**config.mk**
```make
export PLATFORM = sky130hd
export DESIGN_NAME = mem_arbiter
export DESIGN_NICKNAME = d
export VERILOG_FILES = /design/src/rtl/mem_arbiter.sv
export SDC_FILE = /design/constraint.sdc
export NUM_CORES = 1
export LEC_CHECK = 0
export CAP_MARGIN = 40
export CORE_MARGIN = 2
export CORE_UTILIZATION = 30
export CTS_CLUSTER_SIZE = 12
export DETAILED_ROUTE_END_ITERATION = 10
export PLACE_DENSITY = 0.67
export SLEW_MARGIN = 20
export SYNTH_ARGS = -nofsm -noshare
export SYNTH_HDL_FRONTEND = slang
export SYNTH_SLANG_ARGS = --single-unit
```
**constraint.sdc**
```tcl
create_clock -name clk -period 2.3 [get_ports clk]
set_input_delay 0.23 -clock clk [delete_from_list [all_inputs] [get_ports clk]]
set_output_delay 0.23 -clock clk [all_outputs]
set_load 0.02 [all_outputs]
```
**src/rtl/mem_arbiter.sv**
```systemverilog
`default_nettype none
// ============================================================================
// Module   : mem_arbiter
// Purpose  : Shares one single-port RAM between the fetch (i_*) and load/store
//            (d_*) ports. MEM_ARB_RR_EN selects round-robin, else fixed d > i.
// Revision : 1.0  initial release
// ============================================================================
module mem_arbiter #(
    parameter int MEM_BYTES = 4096
) (
    input  logic        clk,
    input  logic        rst_n,
    input  logic        i_req,
    input  logic [31:0] i_addr,
    output logic        i_gnt,
    output logic        i_rvalid,
    output logic [31:0] i_rdata,
    output logic        i_err,
    input  logic        d_req,
    input  logic [2:0]  d_we,
    input  logic [31:0] d_addr,
    input  logic [31:0] d_wdata,
    output logic        d_gnt,
    output logic        d_rvalid,
    output logic [31:0] d_rdata,
    output logic        d_err,
    output logic [2:0]  mem_we,
    output logic [31:0] mem_addr,
    output logic [31:0] mem_wdata,
    input  logic [31:0] mem_rdata
);

    localparam logic [1:0] ST_IDLE   = 2'd0;
    localparam logic [1:0] ST_ACCESS = 2'd1;
    localparam logic [1:0] ST_RESP   = 2'd2;

    logic [1:0]  state_q, state_d;
    logic        cmd_port_q, cmd_port_d;
    logic [31:0] cmd_addr_q, cmd_addr_d;
    logic [2:0]  cmd_we_q, cmd_we_d;
    logic [31:0] cmd_wdata_q, cmd_wdata_d;
    logic        cmd_err_q, cmd_err_d;
    logic [31:0] i_rdata_q, i_rdata_d;
    logic        i_err_q, i_err_d;
    logic [31:0] d_rdata_q, d_rdata_d;
    logic        d_err_q, d_err_d;

    logic        pick_d;
    logic        pick_i;
    logic        grant_ok;
    logic        any_gnt;
    logic [2:0]  we_norm;
    logic [31:0] acc_addr;
    logic [2:0]  acc_size;
    logic [32:0] acc_end;
    logic        acc_err;
    logic [31:0] rsp_data;

`ifdef MEM_ARB_RR_EN
    // Remembers which port won last; reset value favours d on the first tie.
    logic last_d_q, last_d_d;

    always_comb begin
        last_d_d = last_d_q;
        if (any_gnt) begin
            last_d_d = d_gnt;
        end
    end

    always_ff @(posedge clk or negedge rst_n) begin
        if (!rst_n) begin
            last_d_q <= 1'b0;
        end else begin
            last_d_q <= last_d_d;
        end
    end

    assign pick_d = d_req & (~i_req | ~last_d_q);
`else
    assign pick_d = d_req;
`endif

    assign pick_i   = i_req & ~pick_d;
    assign grant_ok = rst_n & (state_q != ST_ACCESS);
    assign i_gnt    = grant_ok & pick_i;
    assign d_gnt    = grant_ok & pick_d;
    assign any_gnt  = i_gnt | d_gnt;

    always_comb begin
        we_norm = 3'b000;
        if (d_we[0]) begin
            we_norm = 3'b001;
        end else if (d_we[1]) begin
            we_norm = 3'b010;
        end else if (d_we[2]) begin
            we_norm = 3'b100;
        end

        acc_addr = pick_d ? d_addr : i_addr;
        acc_size = 3'd4;
        if (pick_d && we_norm[1]) begin
            acc_size = 3'd2;
        end else if (pick_d && we_norm[2]) begin
            acc_size = 3'd1;
        end

        // One past the last byte touched; widened so addresses near 2^32 cannot wrap.
        acc_end = {1'b0, acc_addr} + {30'd0, acc_size};
        acc_err = (acc_end > 33'(MEM_BYTES))
                | ((acc_size == 3'd4) & (acc_addr[1:0] != 2'b00))
                | ((acc_size == 3'd2) & acc_addr[0]);
    end

    assign rsp_data = (cmd_err_q || (cmd_we_q != 3'b000)) ? 32'd0 : mem_rdata;

    always_comb begin
        state_d     = state_q;
        cmd_port_d  = cmd_port_q;
        cmd_addr_d  = cmd_addr_q;
        cmd_we_d    = cmd_we_q;
        cmd_wdata_d = cmd_wdata_q;
        cmd_err_d   = cmd_err_q;
        i_rdata_d   = i_rdata_q;
        i_err_d     = i_err_q;
        d_rdata_d   = d_rdata_q;
        d_err_d     = d_err_q;

        case (state_q)
            ST_IDLE:   state_d = any_gnt ? ST_ACCESS : ST_IDLE;
            ST_ACCESS: state_d = ST_RESP;
            ST_RESP:   state_d = any_gnt ? ST_ACCESS : ST_IDLE;
            default:   state_d = ST_IDLE;
        endcase

        if (any_gnt) begin
            cmd_port_d  = d_gnt;
            cmd_addr_d  = acc_addr;
            cmd_we_d    = d_gnt ? we_norm : 3'b000;
            cmd_wdata_d = d_gnt ? d_wdata : 32'd0;
            cmd_err_d   = acc_err;
        end

        if (state_q == ST_ACCESS) begin
            if (cmd_port_q) begin
                d_rdata_d = rsp_data;
                d_err_d   = cmd_err_q;
            end else begin
                i_rdata_d = rsp_data;
                i_err_d   = cmd_err_q;
            end
        end
    end

    always_ff @(posedge clk or negedge rst_n) begin
        if (!rst_n) begin
            state_q     <= ST_IDLE;
            cmd_port_q  <= 1'b0;
            cmd_addr_q  <= 32'd0;
            cmd_we_q    <= 3'b000;
            cmd_wdata_q <= 32'd0;
            cmd_err_q   <= 1'b0;
            i_rdata_q   <= 32'd0;
            i_err_q     <= 1'b0;
            d_rdata_q   <= 32'd0;
            d_err_q     <= 1'b0;
        end else begin
            state_q     <= state_d;
            cmd_port_q  <= cmd_port_d;
            cmd_addr_q  <= cmd_addr_d;
            cmd_we_q    <= cmd_we_d;
            cmd_wdata_q <= cmd_wdata_d;
            cmd_err_q   <= cmd_err_d;
            i_rdata_q   <= i_rdata_d;
            i_err_q     <= i_err_d;
            d_rdata_q   <= d_rdata_d;
            d_err_q     <= d_err_d;
        end
    end

    // Erroring commands still occupy the ACCESS slot but never write.
    assign mem_we    = ((state_q == ST_ACCESS) && !cmd_err_q) ? cmd_we_q : 3'b000;
    assign mem_addr  = cmd_addr_q;
    assign mem_wdata = cmd_wdata_q;

    assign i_rvalid  = (state_q == ST_RESP) & ~cmd_port_q;
    assign d_rvalid  = (state_q == ST_RESP) & cmd_port_q;
    assign i_rdata   = i_rdata_q;
    assign i_err     = i_err_q;
    assign d_rdata   = d_rdata_q;
    assign d_err     = d_err_q;

endmodule
`default_nettype wire

```
-- After elaboration in Yosys (flattened, before gate mapping)
Index checks and enable logic that the tools add are counted.
- muxes and demuxes: 12
- reduce and logical (&&, ||, !) cells: 11
- $lt $le $gt $ge: 1
- bitwise logic cells: 13
- equal/unequal tests: 5
- $add $sub $neg: 1
- operator list (cell ; count):
    32-bit two-way mux ; 3
    32-bit by 3-bit adder with 33-bit output ; 1
    33-bit by 13-bit greater-than comparator with 1-bit output, second input constant ; 1
    3-bit two-way mux ; 7
    1-bit bitwise AND ; 8
    2-bit one-hot mux with 2 select lines ; 1
    2-bit AND reduction ; 2
    3-bit by 2-bit equality test with 1-bit output, second input constant ; 1
    3-bit equality test, second input constant ; 1
    1-bit logical AND ; 3
    1-bit bitwise OR ; 3
    3-bit nonzero test ; 1
    2-bit by 1-bit equality test with 1-bit output, second input constant ; 1
    2-bit equality test, second input constant ; 1
    2-bit zero test ; 1
    2-bit by 1-bit inequality test with 1-bit output, second input constant ; 1
    1-bit inverter ; 2
    2-bit nonzero test ; 1
    2-bit OR reduction ; 1
    1-bit zero test ; 1
    1-bit logical OR ; 1
    1-bit two-way mux ; 1
- output and inout bits: 137
- word-level logic and storage cells: 53
- input port bits: 135
- register bits after elaboration: 137

-- Longest topological paths before layout
Gate-level depths: netlist (run 1).
- word-level depth: 10
- mapped depth: 16
- gate-level depth less buffers: 13

-- Least setup slack after synthesis (run 1)
Ideal clock, no wire load.
- kind: input to register
- from: in d_req
- to: reg cmd_err_q
- data required time: 2174 ps
- buffers on the path: 6
- library setup time: 126 ps
- stages: 16
- arrival: 3620 ps
- path slack: -1446 ps
- cell sequence: buf_6 -> buf_6 -> buf_6 -> buf_6 -> buf_6 -> buf_2 -> mux2_2 -> ha_1 -> a21oi_1 -> nor3_2 -> nand3_2 -> nor3b_4 -> and4_1 -> a221oi_1 -> or4_1 -> o32a_1
- elaborated cells between the ends (all ways): 19
- classes of those cells: add/sub: 1; order compare: 1; eq/ne: 2; mux: 3; bitwise: 9; reduce/logical: 3
- RTL lines (what ; RTL line ; RTL):
    start, declared ; 19 ; input logic d_req,
    32-bit two-way mux ; 99 ; acc_addr = pick_d ? d_addr : i_addr;
    net acc_addr[2] ; 53 ; logic [31:0] acc_addr;
    32-bit by 3-bit adder with 33-bit output ; 108 ; acc_end = {1'b0, acc_addr} + {30'd0, acc_size};
    33-bit by 13-bit greater-than comparator with 1-bit output ; 109 ; acc_err = (acc_end > 33'(MEM_BYTES))
    1-bit bitwise OR ; 110 ; | ((acc_size == 3'd4) & (acc_addr[1:0] != 2'b00))
    1-bit bitwise OR ; 111 ; | ((acc_size == 3'd2) & acc_addr[0]);
    end signal, assigned ; 172 ; cmd_err_q <= cmd_err_d;
    end, declared ; 42 ; logic cmd_err_q, cmd_err_d;
The timed path passes the listed nets, and every way through them passes these cells.
A chain may end at the register's enable or synchronous reset.

-- Worst setup path after layout (run 1)
- from: in d_we[1]
- to: reg cmd_err_q
- cells in the longest elaborated chain, start to end: 9
- elaborated cells between the ends (all ways): 14
- classes of those cells: add/sub: 1; order compare: 1; eq/ne: 2; mux: 4; bitwise: 4; reduce/logical: 2
- RTL lines (what ; RTL line ; RTL):
    start, declared ; 20 ; input logic [2:0] d_we,
    3-bit two-way mux (*) ; 93 ; end else if (d_we[1]) begin
    3-bit two-way mux (*) ; 91 ; if (d_we[0]) begin
    1-bit logical AND ; 103 ; end else if (pick_d && we_norm[2]) begin
    3-bit two-way mux ; 103 ;
    3-bit two-way mux (*) ; 101 ; if (pick_d && we_norm[1]) begin
    32-bit by 3-bit adder with 33-bit output / 3-bit equality test (equally long branches) ; 108, 110 ;
    33-bit by 13-bit greater-than comparator with 1-bit output / 1-bit bitwise AND (equally long branches) ; 109, 110 ;
    1-bit bitwise OR ; 110 ;
    1-bit bitwise OR (*) ; 111 ;
Mark *: on every way between the ends. The rest lies on a longest branch, timed or not.

==> results.cfg, run 1 <==
[global_routing]
grt_max_degree = 68
grt_pass1_wl_um = 35760
grt_pass1_vias = 6660
antenna_found_initial = 1
grt_usage = 0.1915
overflow = 0

[synth]
netlist_area_um2 = 6636
synth_edf_count = 0
avgSynthCellArea_um2 = 10.04
ys.flop_type = dfrtp_1
ys_warn_count = 0
seq_area_frac_synth = 0.5166
synth_cell_type_count = 59
syn_inst = 661
async_flop_share = 1.000
synth_nets = 800
synth-seq-cells = 137

[hold_path]
holdPathEnd = cmd_we_q[0]$_DFFE_PN0N_
hp-class = in2reg
min_path_cells = 2
min-delay-start = d_we[0]

[timing]
setup_ws_ns = -0.5459
whs_ns = 0.05618
period_share = 1.237
hold_viol = 0
rsz0062_at_grt = true
tightest_slew_ns = 0.6816
fin_crit_ns = 2.846
final-setup-viol-count = 1
maxSlewViolCount = 0
fmax_ghz = 0.3514
fin_worst_skew_ns = 0.01252
relSlewSlack = 0.5326

[clocking]
cts.root.buffer_cell = clkbuf_16
cts_tree = done
h-tree-depth = 4
ctsLongestPathBuffers = 2
clock-sinks = 137
cts_buffers = 17
insertion_delay_ns = 0.42
clkTransAtPathRegs_ns = 0.07

[setup_path]
cp.arrival_ns = 3.15
worst_r2r_endpoint = cmd_err_q$_DFFE_PN0N_
endpoint_kind = flop
cp_max_fo = 4
worstPathRequired_ns = 2.61
start_kind = input pin
reg2reg_from = state_q[1]$_DFF_PN0_
reg2reg_depth = 7
path_class = in2reg
reg2reg_slack_ns = 0.21

[routing]
dr.pass1.iters = 5
drtIter0Drc = 362
drc = 0
wl_per_cell_um = 16.67
viasPerCell = 4.887
ant_nets = 0
finalWirelength_um = 22150
dr_total_vias = 6495

[finish]
antennaDiodeCount = 0
syn_to_final_growth_pct = 69.40
n_fill_cell = 1964
mostFrequentLayoutCell = clkdlybuf4s50_1
fin_nets = 1175
multi_input_area_um2 = 3171
layout_common_cells = clkdlybuf4s50_1, nand2_1, dfrtp_1, buf_4, o21ai_0
seqCellArea_um2 = 3428
drive_gt1_frac = 0.2021

[floorplan]
fp-row-count = 54
core_area_um2 = 21760
start_util = 0.3050
die-area_um2 = 23330
io_pins = 272
die_h_um = 152.7
die_w_um = 152.7

[placement]
gp_congestion = 0.8424
io_buffers = 271
hpwl_um = 16580

[run_status]
violations = setup timing
outcome = complete, but fails checks

[power]
p_total_mw = 7.403
p_leak_nw = 4.859
ir_drop_mv = 0.3674
pwr_density_cell_nw_per_um2 = 658.5

[run]
max_cap_violations = 0
[state kept, by name, indices dropped and copies added, names as in the netlist]
name / flops
i_rdata: 32
cmd_port_q: 1
mem_wdata: 32
i_err: 1
d_err: 1
d_rdata: 32
cmd_err_q: 1
state_q: 2
cmd_we_q: 3
mem_addr: 32
[where the power goes]
group	switching, mW	internal [mW]
Clock	1.18	1.45
Sequential	0.148	2.66
Combinational	0.963	1.00
Total	2.29	5.11
[cell usage after synthesis (all sizes together) (2+ instances only)]
cell	count	area, um^2
nor4	2	12.51
nand4b	5	58.80
and3b	2	17.52
mux2	10	112.6
and2	3	18.77
mux2i	29	290.3
nand4	8	50.05
a221oi	5	56.31
o311ai	2	17.52
nor3	5	30.03
nand3b	13	147.6
dfrtp	137	3428
a22oi	11	102.6
a211oi	2	15.01
a21o	4	30.03
a22o	35	306.5
nand2	144	540.5
clkbuf	31	116.4
nor3b	6	56.31
a32o	3	30.03
nor4b	2	17.52
a31oi	3	18.77
nand3	17	95.09
nand2b	5	31.28
xor2	3	26.28
ha	3	37.54
inv	4	15.01
nor2b	4	25.02
a21oi	6	30.03
xnor2	9	78.83
o21ai	96	480.5
nor2	23	88.84
and3	5	31.28
buf	10	87.57
[through the flow]
step                setup slack [ns]  area (um^2)  instances  setup TNS (ns)    util
floorplan                     -1.216         6689        661          -1.216       -
global placement              -1.305        10330       1276          -1.305  0.4746
detailed placement            -1.395        10330       1276          -1.395  0.4746
CTS                          -0.4887        11140       1326          -1.128  0.5121
global route                 -0.6673        11240       1329         -0.6673  0.5167
finish                       -0.5459        11240       1329         -0.5459  0.5167
[area by class of cell]
| type | instances | share of cell area |
|---|---|---|
| Clock buffer | 18 | 0.03907 |
| Clock inverter | 14 | 0.01124 |
| Inverter | 4 | 0.001336 |
| Multi-Input combinational cell | 479 | 0.2820 |
| Sequential cell | 137 | 0.3050 |
| Tap cell | 280 | 0.03116 |
| Timing Repair Buffer | 397 | 0.3302 |
[routing by layer]
| layer | GRT usage | share of wire | up-vias |
|---|---|---|---|
| li1 | - | - | 3125 |
| met1 | 0.2471 | 0.43 | 3048 |
| met2 | 0.3148 | 0.48 | 275 |
| met3 | 0.04494 | 0.060 | 45 |
| met4 | 0.06966 | 0.025 | 2 |
| met5 | 0 | 0.00059 | - |
[how the worst max path moves through the flow]
stage | from | end | slack, ns | cells past startpoint
after floorplan | d_req | cmd_err_q$_DFFE_PN0N_ | -1.22 | 16
after global placement | d_we[0] | cmd_err_q$_DFFE_PN0N_ | -1.31 | 14
after detailed placement | d_we[0] | cmd_err_q$_DFFE_PN0N_ | -1.40 | 13
after CTS | d_req | cmd_err_q$_DFFE_PN0N_ | -0.49 | 13
after global routing | d_req | cmd_err_q$_DFFE_PN0N_ | -0.67 | 14
final | d_we[1] | cmd_err_q$_DFFE_PN0N_ | -0.55 | 14
[cells by family (layout without fill, tap and decap cells)]
| logic type | count (synthesis) | count (layout) | synth area share |
|---|---|---|---|
| xor+xnor | 12 | 12 | 0.01584 |
| simple gates | 251 | 251 | 0.1931 |
| fa+ha+maj | 4 | 4 | 0.008673 |
| mux | 39 | 39 | 0.06071 |
| flops | 137 | 137 | 0.5166 |
| compound gates | 173 | 173 | 0.1721 |
| buf+inv | 45 | 433 | 0.03299 |
[worst max-delay path: stages]
cell	delay, ns
dlygate4sd2_1	0.25
nand3b_1	0.19
inv_2	0.08
ha_4	0.13
fa_2	0.23
a21oi_4	0.09
nor3_4	0.13
buf_4	0.15
nand4_1	0.10
nor4bb_1	0.28
a311oi_1	0.11
a2111oi_4	0.35
or4b_1	0.47
o32a_1	0.35
[what timing repair did]
action,CTS,global route
pin swaps,21,14
buffers inserted,17,1
hold buffers,1,0
gates resized for setup,45,11
hold endpoints to repair,71,0
gates cloned,0,1
endpoints found under the setup margin,1,4
Power figures use the tool's default switching activity.
==> inputs of run 2 (changes only) <==
- CORE_MARGIN: 2 -> 3
- CORE_UTILIZATION: 30 -> 39
- PLACE_DENSITY: 0.67 -> 0.82
==> results.cfg, run 2 (synthesis gave the netlist of run 1 again) <==
[setup_path]
path_class = in2reg
endpoint_kind = flop
reg2reg_depth = 7
reg2reg_slack_ns = 0.14
worst_r2r_endpoint = cmd_err_q$_DFFE_PN0N_
reg2reg_from = state_q[0]$_DFF_PN0_
start_kind = input pin
cp.arrival_ns = 3.06
worstPathRequired_ns = 2.60
cp_max_fo = 3

[timing]
hold_viol = 0
fmax_ghz = 0.3625
whs_ns = 0.04126
maxSlewViolCount = 0
tightest_slew_ns = 0.7130
relSlewSlack = 0.5247
fin_worst_skew_ns = 0.01137
final-setup-viol-count = 1
fin_crit_ns = 2.758
setup_ws_ns = -0.4584
rsz0062_at_grt = true
period_share = 1.199

[hold_path]
min-delay-start = d_we[0]
holdPathEnd = cmd_we_q[0]$_DFFE_PN0N_
min_path_cells = 2
hp-class = in2reg

[routing]
finalWirelength_um = 22230
wl_per_cell_um = 17.66
viasPerCell = 5.216
dr.pass1.iters = 5
dr_total_vias = 6567
ant_nets = 0
drc = 0
drtIter0Drc = 308

[global_routing]
grt_max_degree = 74
grt_usage = 0.2346
overflow = 0
antenna_found_initial = 0
grt_pass1_wl_um = 34090
grt_pass1_vias = 6678

[finish]
drive_gt1_frac = 0.1925
syn_to_final_growth_pct = 67.36
final_util = 0.6674
layout_common_cells = clkdlybuf4s50_1, nand2_1, dfrtp_1, buf_4, o21ai_0
fin_nets = 1165
antennaDiodeCount = 0
mostFrequentLayoutCell = clkdlybuf4s50_1
n_fill_cell = 1280

[clocking]
cts_buffers = 17
clkTransAtPathRegs_ns = 0.07
h-tree-depth = 4
clock-sinks = 137
ctsLongestPathBuffers = 2
insertion_delay_ns = 0.42
cts_tree = done
cts.root.buffer_cell = clkbuf_16

[run]
max_cap_violations = 0

[power]
power_frac_clock = 0.366
p_total_mw = 7.513
pwr_density_cell_nw_per_um2 = 676.4
ir_drop_mv = 0.4876
internal-power_mw = 5.267
swShare = 0.2989
comb_power_share = 0.258
p_leak_nw = 4.863
p_sw_mw = 2.246
seq_power_share = 0.376

[placement]
hpwl_um = 16630
io_buffers = 271
pre_cts_ws_ns = -1.330
gp_congestion = 0.8794

[floorplan]
die_h_um = 136.4
start_util = 0.3988
io_pins = 272
fp-row-count = 47
core_area_um2 = 16640
die_w_um = 136.4
die-area_um2 = 18620

[run_status]
outcome = complete, but fails checks
violations = setup timing
run 2: worst max path at each step:
| stage | end | cells after the start | from | slack [ns] |
|---|---|---|---|---|
| after floorplan | cmd_err_q$_DFFE_PN0N_ | 16 | d_req | -1.22 |
| after global placement | cmd_err_q$_DFFE_PN0N_ | 14 | d_we[0] | -1.24 |
| after detailed placement | cmd_err_q$_DFFE_PN0N_ | 14 | d_we[0] | -1.33 |
| after CTS | cmd_err_q$_DFFE_PN0N_ | 14 | d_req | -0.39 |
| after global routing | cmd_err_q$_DFFE_PN0N_ | 14 | d_we[0] | -0.57 |
| final | cmd_err_q$_DFFE_PN0N_ | 15 | d_we[0] | -0.46 |
run 2: critical path, cell delays in order:
cell,delay (ns)
buf_6,0.09
and2b_1,0.22
nand3b_1,0.12
inv_2,0.09
ha_4,0.14
fa_2,0.24
a21oi_4,0.08
buf_4,0.15
a221oi_4,0.21
nand4_1,0.15
buf_4,0.18
nor4b_4,0.22
o311ai_1,0.13
or4b_1,0.50
o32a_1,0.30
run 2: area by class of cell:
class	instances	area, um^2	share of cell area
repair buffers	387	3638	0.3276
inverters	4	15.01	0.001352
multi-input cells	479	3157	0.2842
clock buffers	18	429.2	0.03864
well taps	220	275.3	0.02478
flip-flops and latches	137	3428	0.3087
clock inverters	14	163.9	0.01476
run 2: what timing repair did:
| action | in CTS | in global routing |
|---|---|---|
| setup endpoints to repair | 2 | 5 |
| setup buffers | 16 | 0 |
| resized for setup | 45 | 9 |
| pin swaps | 16 | 1 |
| endpoints found under the hold margin | 20 | 0 |
| hold buffers | 1 | 0 |
run 2: power by group through the flow:
| stage | Combinational, mW | Sequential (mW) | Clock (mW) |
|---|---|---|---|
| after floorplan | 0.510 | 3.13 | 0 |
| after global placement | 1.86 | 2.85 | 0 |
| after detailed placement | 1.89 | 2.86 | 0 |
| after CTS | 1.94 | 2.82 | 2.81 |
| after global routing | 2.07 | 2.85 | 2.93 |
| final | 1.94 | 2.82 | 2.75 |
run 2: metal layers:
metal	vias up	track usage	share of wire
li1	3107	-	-
met1	3127	0.2847	0.40
met2	284	0.3982	0.50
met3	49	0.06218	0.073
met4	0	0.09183	0.029
met5	-	0	0
run 2: per-stage QoR:
stage          TNS (ns)  cell area (um^2)  std cells
6_report        -0.4584             11110       1259
3_5_place_dp     -1.330             10210       1209
3_3_place_gp     -1.242             10210       1209
5_1_grt         -0.5694             11110       1259
2_1_floorplan    -1.216              6689        661
4_1_cts          -1.930             11050       1258
